### config.mk
export PLATFORM = sky130hd
export DESIGN_NAME = rotl_64b
export DESIGN_NICKNAME = d
export VERILOG_FILES = /design/src/rtl/rotate_pkg.sv /design/src/rtl/rotl_stage.sv /design/src/rtl/rotl_64b.sv
export SDC_FILE = /design/constraint.sdc
export NUM_CORES = 1
export LEC_CHECK = 0
export ABC_AREA = 1
export CAP_MARGIN = 25
export CELL_PAD_IN_SITES_DETAIL_PLACEMENT = 1
export CELL_PAD_IN_SITES_GLOBAL_PLACEMENT = 1
export CORE_MARGIN = 2
export CORE_UTILIZATION = 43
export CTS_CLUSTER_SIZE = 24
export DETAILED_ROUTE_END_ITERATION = 8
export GPL_ROUTABILITY_DRIVEN = 0
export GPL_TIMING_DRIVEN = 0
export PLACE_DENSITY_LB_ADDON = 0.1
export SYNTH_ARGS = -nofsm -noshare
export SYNTH_HDL_FRONTEND = slang
export SYNTH_SLANG_ARGS = --single-unit
### constraint.sdc
create_clock -name clk_i -period 3.2 [get_ports clk_i]
set_input_delay 0.32 -clock clk_i [delete_from_list [all_inputs] [get_ports clk_i]]
set_output_delay 0.32 -clock clk_i [all_outputs]
set_load 0.02 [all_outputs]
### src/rtl/rotate_pkg.sv
// ----------------------------------------------------------------------------
// rotate_pkg
// Shared constants and types for the 64-bit barrel rotators (rotl_64b and
// rotr_64b).
//   DATA_W    : rotated word width
//   SHIFT_W   : rotate-amount width (0..DATA_W-1)
//   STAGE_NUM : number of 2-bit rotate stages that together cover SHIFT_W
//   SEL_W     : rotate-amount bits consumed by each stage
// ----------------------------------------------------------------------------
package rotate_pkg;

    localparam int DATA_W    = 64;
    localparam int SHIFT_W   = 6;
    localparam int STAGE_NUM = 3;
    localparam int SEL_W     = 2;

    typedef logic [DATA_W-1:0]  data_t;
    typedef logic [SHIFT_W-1:0] shift_t;

endpackage : rotate_pkg

### src/rtl/rotl_stage.sv
// ----------------------------------------------------------------------------
// rotl_stage
// One pipeline stage of the left rotator. Stage STAGE rotates its input word
// left by shift_i[2*STAGE+1:2*STAGE] * 4^STAGE using a fixed 4-way mux, then
// registers the word, the rotate bits still to be applied and a valid bit.
// The stage loads whenever it is empty or the downstream stage advances.
//
// Ports
//   clk_i      : clock, rising edge
//   rst_n_i    : synchronous active-low reset (clears valid and data)
//   valid_i    : upstream word valid
//   data_i     : upstream word
//   shift_i    : upstream remaining rotate amount
//   next_adv_i : downstream stage advances (or accepts) this cycle
//   adv_o      : this stage advances this cycle (upstream may hand over)
//   valid_o    : registered valid
//   data_o     : registered partially rotated word
//   shift_o    : registered remaining rotate amount (own bits cleared)
// ----------------------------------------------------------------------------
module rotl_stage
    import rotate_pkg::*;
#(
    parameter int STAGE = 0
)
(
    input  logic   clk_i,
    input  logic   rst_n_i,
    input  logic   valid_i,
    input  data_t  data_i,
    input  shift_t shift_i,
    input  logic   next_adv_i,
    output logic   adv_o,
    output logic   valid_o,
    output data_t  data_o,
    output shift_t shift_o
);

    localparam int     LSB       = SEL_W * STAGE;
    localparam int     UNIT      = 1 << LSB;
    // Rotate bits that remain for later stages once this stage's pair is used.
    localparam shift_t KEEP_MASK = ~(shift_t'((1 << SEL_W) - 1) << LSB);

    logic              valid_reg;
    data_t             data_reg;
    shift_t            shift_reg;
    data_t             data_next;
    shift_t            shift_next;
    logic [SEL_W-1:0]  sel;
    data_t             cand [1 << SEL_W];

    // Constant-amount rotations are pure rewiring; the only real logic is the
    // 4-way select between them.
    genvar gi;
    generate
        for (gi = 0; gi < (1 << SEL_W); gi++) begin : g_cand
            localparam int ROT = gi * UNIT;
            if (ROT == 0) begin : g_pass
                assign cand[gi] = data_i;
            end else begin : g_rot
                assign cand[gi] = {data_i[DATA_W-1-ROT:0], data_i[DATA_W-1:DATA_W-ROT]};
            end
        end
    endgenerate

    assign sel        = shift_i[LSB+SEL_W-1:LSB];
    assign data_next  = cand[sel];
    assign shift_next = shift_i & KEEP_MASK;

    // An empty stage can always take a word, otherwise it may only move on
    // when its current word is taken downstream.
    assign adv_o = !valid_reg || next_adv_i;

    always_ff @(posedge clk_i) begin
        if (!rst_n_i) begin
            valid_reg <= 1'b0;
            data_reg  <= '0;
            shift_reg <= '0;
        end else if (adv_o) begin
            valid_reg <= valid_i;
            // Payload of an empty slot is don't-care; skip the toggle.
            if (valid_i) begin
                data_reg  <= data_next;
                shift_reg <= shift_next;
            end
        end
    end

    assign valid_o = valid_reg;
    assign data_o  = data_reg;
    assign shift_o = shift_reg;

endmodule : rotl_stage

### src/rtl/rotl_64b.sv
// ----------------------------------------------------------------------------
// rotl_64b
// Pipelined 64-bit left rotator with valid/ready handshaking on both sides.
// Three rotate stages (by 1/2/3, 4/8/12 and 16/32/48 bit positions) cover
// the full 0..63 range. With REG_OUT=1 a fourth register stage drives the
// outputs (latency 4, capacity 4); with REG_OUT=0 the outputs come straight
// from the third stage (latency 3, capacity 3). Full throughput of one beat
// per cycle when out_ready_i is held high.
//
// Ports
//   clk_i       : clock, rising edge
//   rst_n_i     : synchronous active-low reset; flushes all in-flight beats
//   shift_i     : left-rotate amount, sampled with in_data_i
//   in_data_i   : word to rotate
//   in_valid_i  : input beat valid
//   in_ready_o  : block accepts a beat this cycle
//   out_data_o  : rotated word
//   out_valid_o : out_data_o valid
//   out_ready_i : downstream accepts out_data_o
// ----------------------------------------------------------------------------
module rotl_64b
    import rotate_pkg::*;
#(
    parameter int REG_OUT = 1
)
(
    input  logic               clk_i,
    input  logic               rst_n_i,
    input  logic [SHIFT_W-1:0] shift_i,
    input  logic [DATA_W-1:0]  in_data_i,
    input  logic               in_valid_i,
    output logic               in_ready_o,
    output logic [DATA_W-1:0]  out_data_o,
    output logic               out_valid_o,
    input  logic               out_ready_i
);

    // adv_N: stage N advances this cycle; adv_3 is what the last rotate
    // stage sees downstream (output register or the output port itself).
    logic   adv_0;
    logic   adv_1;
    logic   adv_2;
    logic   adv_3;

    logic   s0_valid;
    logic   s1_valid;
    logic   s2_valid;
    data_t  s0_data;
    data_t  s1_data;
    data_t  s2_data;
    shift_t s0_shift;
    shift_t s1_shift;
    // Every rotate bit has been applied by the last stage, so its remaining
    // shift field is always zero and has no consumer.
    shift_t s2_shift_unused;

    rotl_stage #(.STAGE(0)) u_stage_0 (
        .clk_i      (clk_i),
        .rst_n_i    (rst_n_i),
        .valid_i    (in_valid_i),
        .data_i     (in_data_i),
        .shift_i    (shift_i),
        .next_adv_i (adv_1),
        .adv_o      (adv_0),
        .valid_o    (s0_valid),
        .data_o     (s0_data),
        .shift_o    (s0_shift)
    );

    rotl_stage #(.STAGE(1)) u_stage_1 (
        .clk_i      (clk_i),
        .rst_n_i    (rst_n_i),
        .valid_i    (s0_valid),
        .data_i     (s0_data),
        .shift_i    (s0_shift),
        .next_adv_i (adv_2),
        .adv_o      (adv_1),
        .valid_o    (s1_valid),
        .data_o     (s1_data),
        .shift_o    (s1_shift)
    );

    rotl_stage #(.STAGE(2)) u_stage_2 (
        .clk_i      (clk_i),
        .rst_n_i    (rst_n_i),
        .valid_i    (s1_valid),
        .data_i     (s1_data),
        .shift_i    (s1_shift),
        .next_adv_i (adv_3),
        .adv_o      (adv_2),
        .valid_o    (s2_valid),
        .data_o     (s2_data),
        .shift_o    (s2_shift_unused)
    );

    // The ready chain is purely combinational back to the input, so a full
    // pipeline that is being drained still takes a new beat in the same cycle.
    assign in_ready_o = adv_0;

    generate
        if (REG_OUT != 0) begin : g_out_reg
            logic  out_valid_reg;
            data_t out_data_reg;

            assign adv_3 = !out_valid_reg || out_ready_i;

            always_ff @(posedge clk_i) begin
                if (!rst_n_i) begin
                    out_valid_reg <= 1'b0;
                    out_data_reg  <= '0;
                end else if (adv_3) begin
                    out_valid_reg <= s2_valid;
                    if (s2_valid) begin
                        out_data_reg <= s2_data;
                    end
                end
            end

            assign out_valid_o = out_valid_reg;
            assign out_data_o  = out_data_reg;
        end else begin : g_out_direct
            assign adv_3       = out_ready_i;
            assign out_valid_o = s2_valid;
            assign out_data_o  = s2_data;
        end
    endgenerate

endmodule : rotl_64b
==> results.yml <==
outcome:
  status: "finished clean"
timing:
  fin_skew_ns: 0.0155
  setup_tns_ns: 0
  tightest_slew_ns: 0.729
  setup_viol: 0
  rsz0062_at_grt: "false"
  maxSlewViolCount: 0
  fin_crit_ns: 2.39
  hold_viol: 0
  fin_crit_sh: 0.748
  slew_headroom: 0.509
  setup_ws_ns: 0.807
  max_freq_ghz: 0.418
floorplan:
  die_w_um: 187
  coreArea_um2: 33300
  io_pins: 140
  rows: 67
  start_util: 0.433
  die_h_um: 187
  die_area_um2: 35000
clocking:
  clockBufferDepth: 3
  cts_setup_buffers: 0
  ctsResizeCount: 0
  clock-sinks: 266
  cts_tree: "built"
  clock_latency_ns: 0.55
  cts_inserted_buffers: 27
  hold_buffers: 0
  ctsRootBufferMaster: "clkbuf_16"
  path_clk_slew_ns: 0.06
  htree_levels: 1
power:
  powerDensity_nw_per_um2: 489
  leakagePower_nw: 8.26
  ir_drop_mv: 0.264
final_layout:
  layout-drive-gt1-share: 0.0523
  final_cell_mix: "nand2_1 (963), nor2_1 (296), inv_1 (292), dfxtp_1 (266), o21ai_0 (223)"
  fillers: 4732
  synthToLayoutAreaGrowth_pct: 19.5
  mostFrequentLayoutCell: "nand2_1"
  diodes: 0
  fin_nets: 2713
worst_setup_path:
  critical_path_class: "register to output pin"
  crit_start: "out_valid_o"
  worstSetupStartpointType: "register"
  end_kind: "output pin"
  reg2reg_slack_ns: 1.16
  reg2reg_to: "u_stage_2.data_o[55]"
  r2r_cells: 9
  critPathRequiredTime_ns: 2.88
  cp.arrival_ns: 2.07
  cp-endpoint: "in_ready_o"
  cp_max_fo: 10
  worst_r2r_startpoint: "out_valid_o"
routing:
  drc: 0
  wirelength_mm: 54.1
  dr.pass1.iters: 5
  dr.first_iter.drc_count: 818
  ant_nets: 0
  vias_per_cell: 5.00
  wl_per_cell_um: 17.4
  via_count: 15500
global_routing:
  grt_usage: 0.302
  grt_pass1_vias: 15900
  grt_overflow_total: 0
  grt_pass1_wl_mm: 84.3
  antenna_found_initial: 0
  grt_max_degree: 14
placement:
  hpwlAfterDp_mm: 42.7
  pre_cts_slack_ns: 0.872
  numPortBuffers: 136
synthesis:
  synth_area_um2: 14400
  synthesis.area_per_instance_um2: 5.83
  yosys_warnings: 0
  syn-instance-count: 2474
  ys_ff_latch: 266
  ys_types: 17
  synth-seq-area-share: 0.369
  synth_fp_nets: 2548
min_path:
  hold_path_class: "primary input to register"
  min_from: "in_valid_i"
flow_run:
  cap_violations: 0
## registers in the layout, summed over array words and instances (netlist names), 2 cells and up
register           cells
u_stage_1.data_o      64
u_stage_2.data_o      64
u_stage_0.data_o      64
out_data_o            64
u_stage_0.shift_o      4
u_stage_1.shift_o      2
## metrics by stage
step                 util  instances  instance area (µm²)  hold WS, ns  total power [mW]
floorplan               -       2474                14400        0.429              4.63
finish              0.518       3105                17200        0.156              8.43
global placement    0.491       3058                16300        0.440              5.17
detailed placement  0.491       3058                16300        0.450              5.22
CTS                 0.518       3105                17200        0.147              8.44
global route        0.518       3105                17200        0.184              8.82
## final cells by class
type	count	area, µm²	share of cell area
Buffer	167	813	0.0472
Clock buffer	40	774	0.0450
Clock inverter	7	115	0.00668
Inverter	298	1120	0.0649
Multi-Input combinational cell	1743	7160	0.416
Sequential cell	266	5330	0.309
Tap cell	448	561	0.0325
Timing Repair Buffer	136	1360	0.0790
## worst max-delay path, stage by stage (launching register included)
cell	delay, ns
dfxtp_1	0.31
inv_1	0.06
nor2_2	0.06
nand4_1	0.09
clkbuf_1	0.34
clkdlybuf4s50_1	0.68
## power breakdown
group | switching [mW] | internal [mW] | leakage [nW] | total (mW)
clock | 1.34 | 1.90 | 0.429 | 3.24
sequential | 0.105 | 3.51 | 2.19 | 3.61
combinational | 1.07 | 0.507 | 5.65 | 1.58
## synth_stat cells (all sizes together)
cell	number	share of area
a21oi	164	0.057
buf	108	0.041
clkbuf	59	0.015
dfxtp	266	0.37
inv	298	0.078
nand2	963	0.25
nand3	65	0.023
nand3b	4	0.0021
nand4	1	0.00043
nor2	297	0.077
o21ai	249	0.086
## logic make-up (layout without fill, tap and decap cells)
kind of cell	count (synthesis)	in the layout	share of synthesized area
AO/OA/AOI/OAI	413	413	0.143
AND/OR/NAND/NOR	1330	1330	0.353
buffers and inverters	465	648	0.134
flip-flops	266	266	0.369
## layer usage
metal	vias to the layer above	GRT usage	wire, µm
li1	7834	-	-
met1	7164	0.348	22100
met2	401	0.556	26800
met3	131	0.0268	2100
met4	0	0.158	3020
met5	-	0	0
## worst min path at each step
| stage | cells past startpoint | slack, ns | to |
|---|---|---|---|
| floorplan | 2 | 0.43 | out_data_o[42] |
| global placement | 2 | 0.44 | out_data_o[63] |
| detailed placement | 2 | 0.45 | out_data_o[29] |
| CTS | 3 | 0.15 | u_stage_0.shift_o[4] |
| global route | 3 | 0.18 | u_stage_0.shift_o[3] |
| finish | 3 | 0.16 | u_stage_0.shift_o[4] |
(Power assumes the default switching activity.)
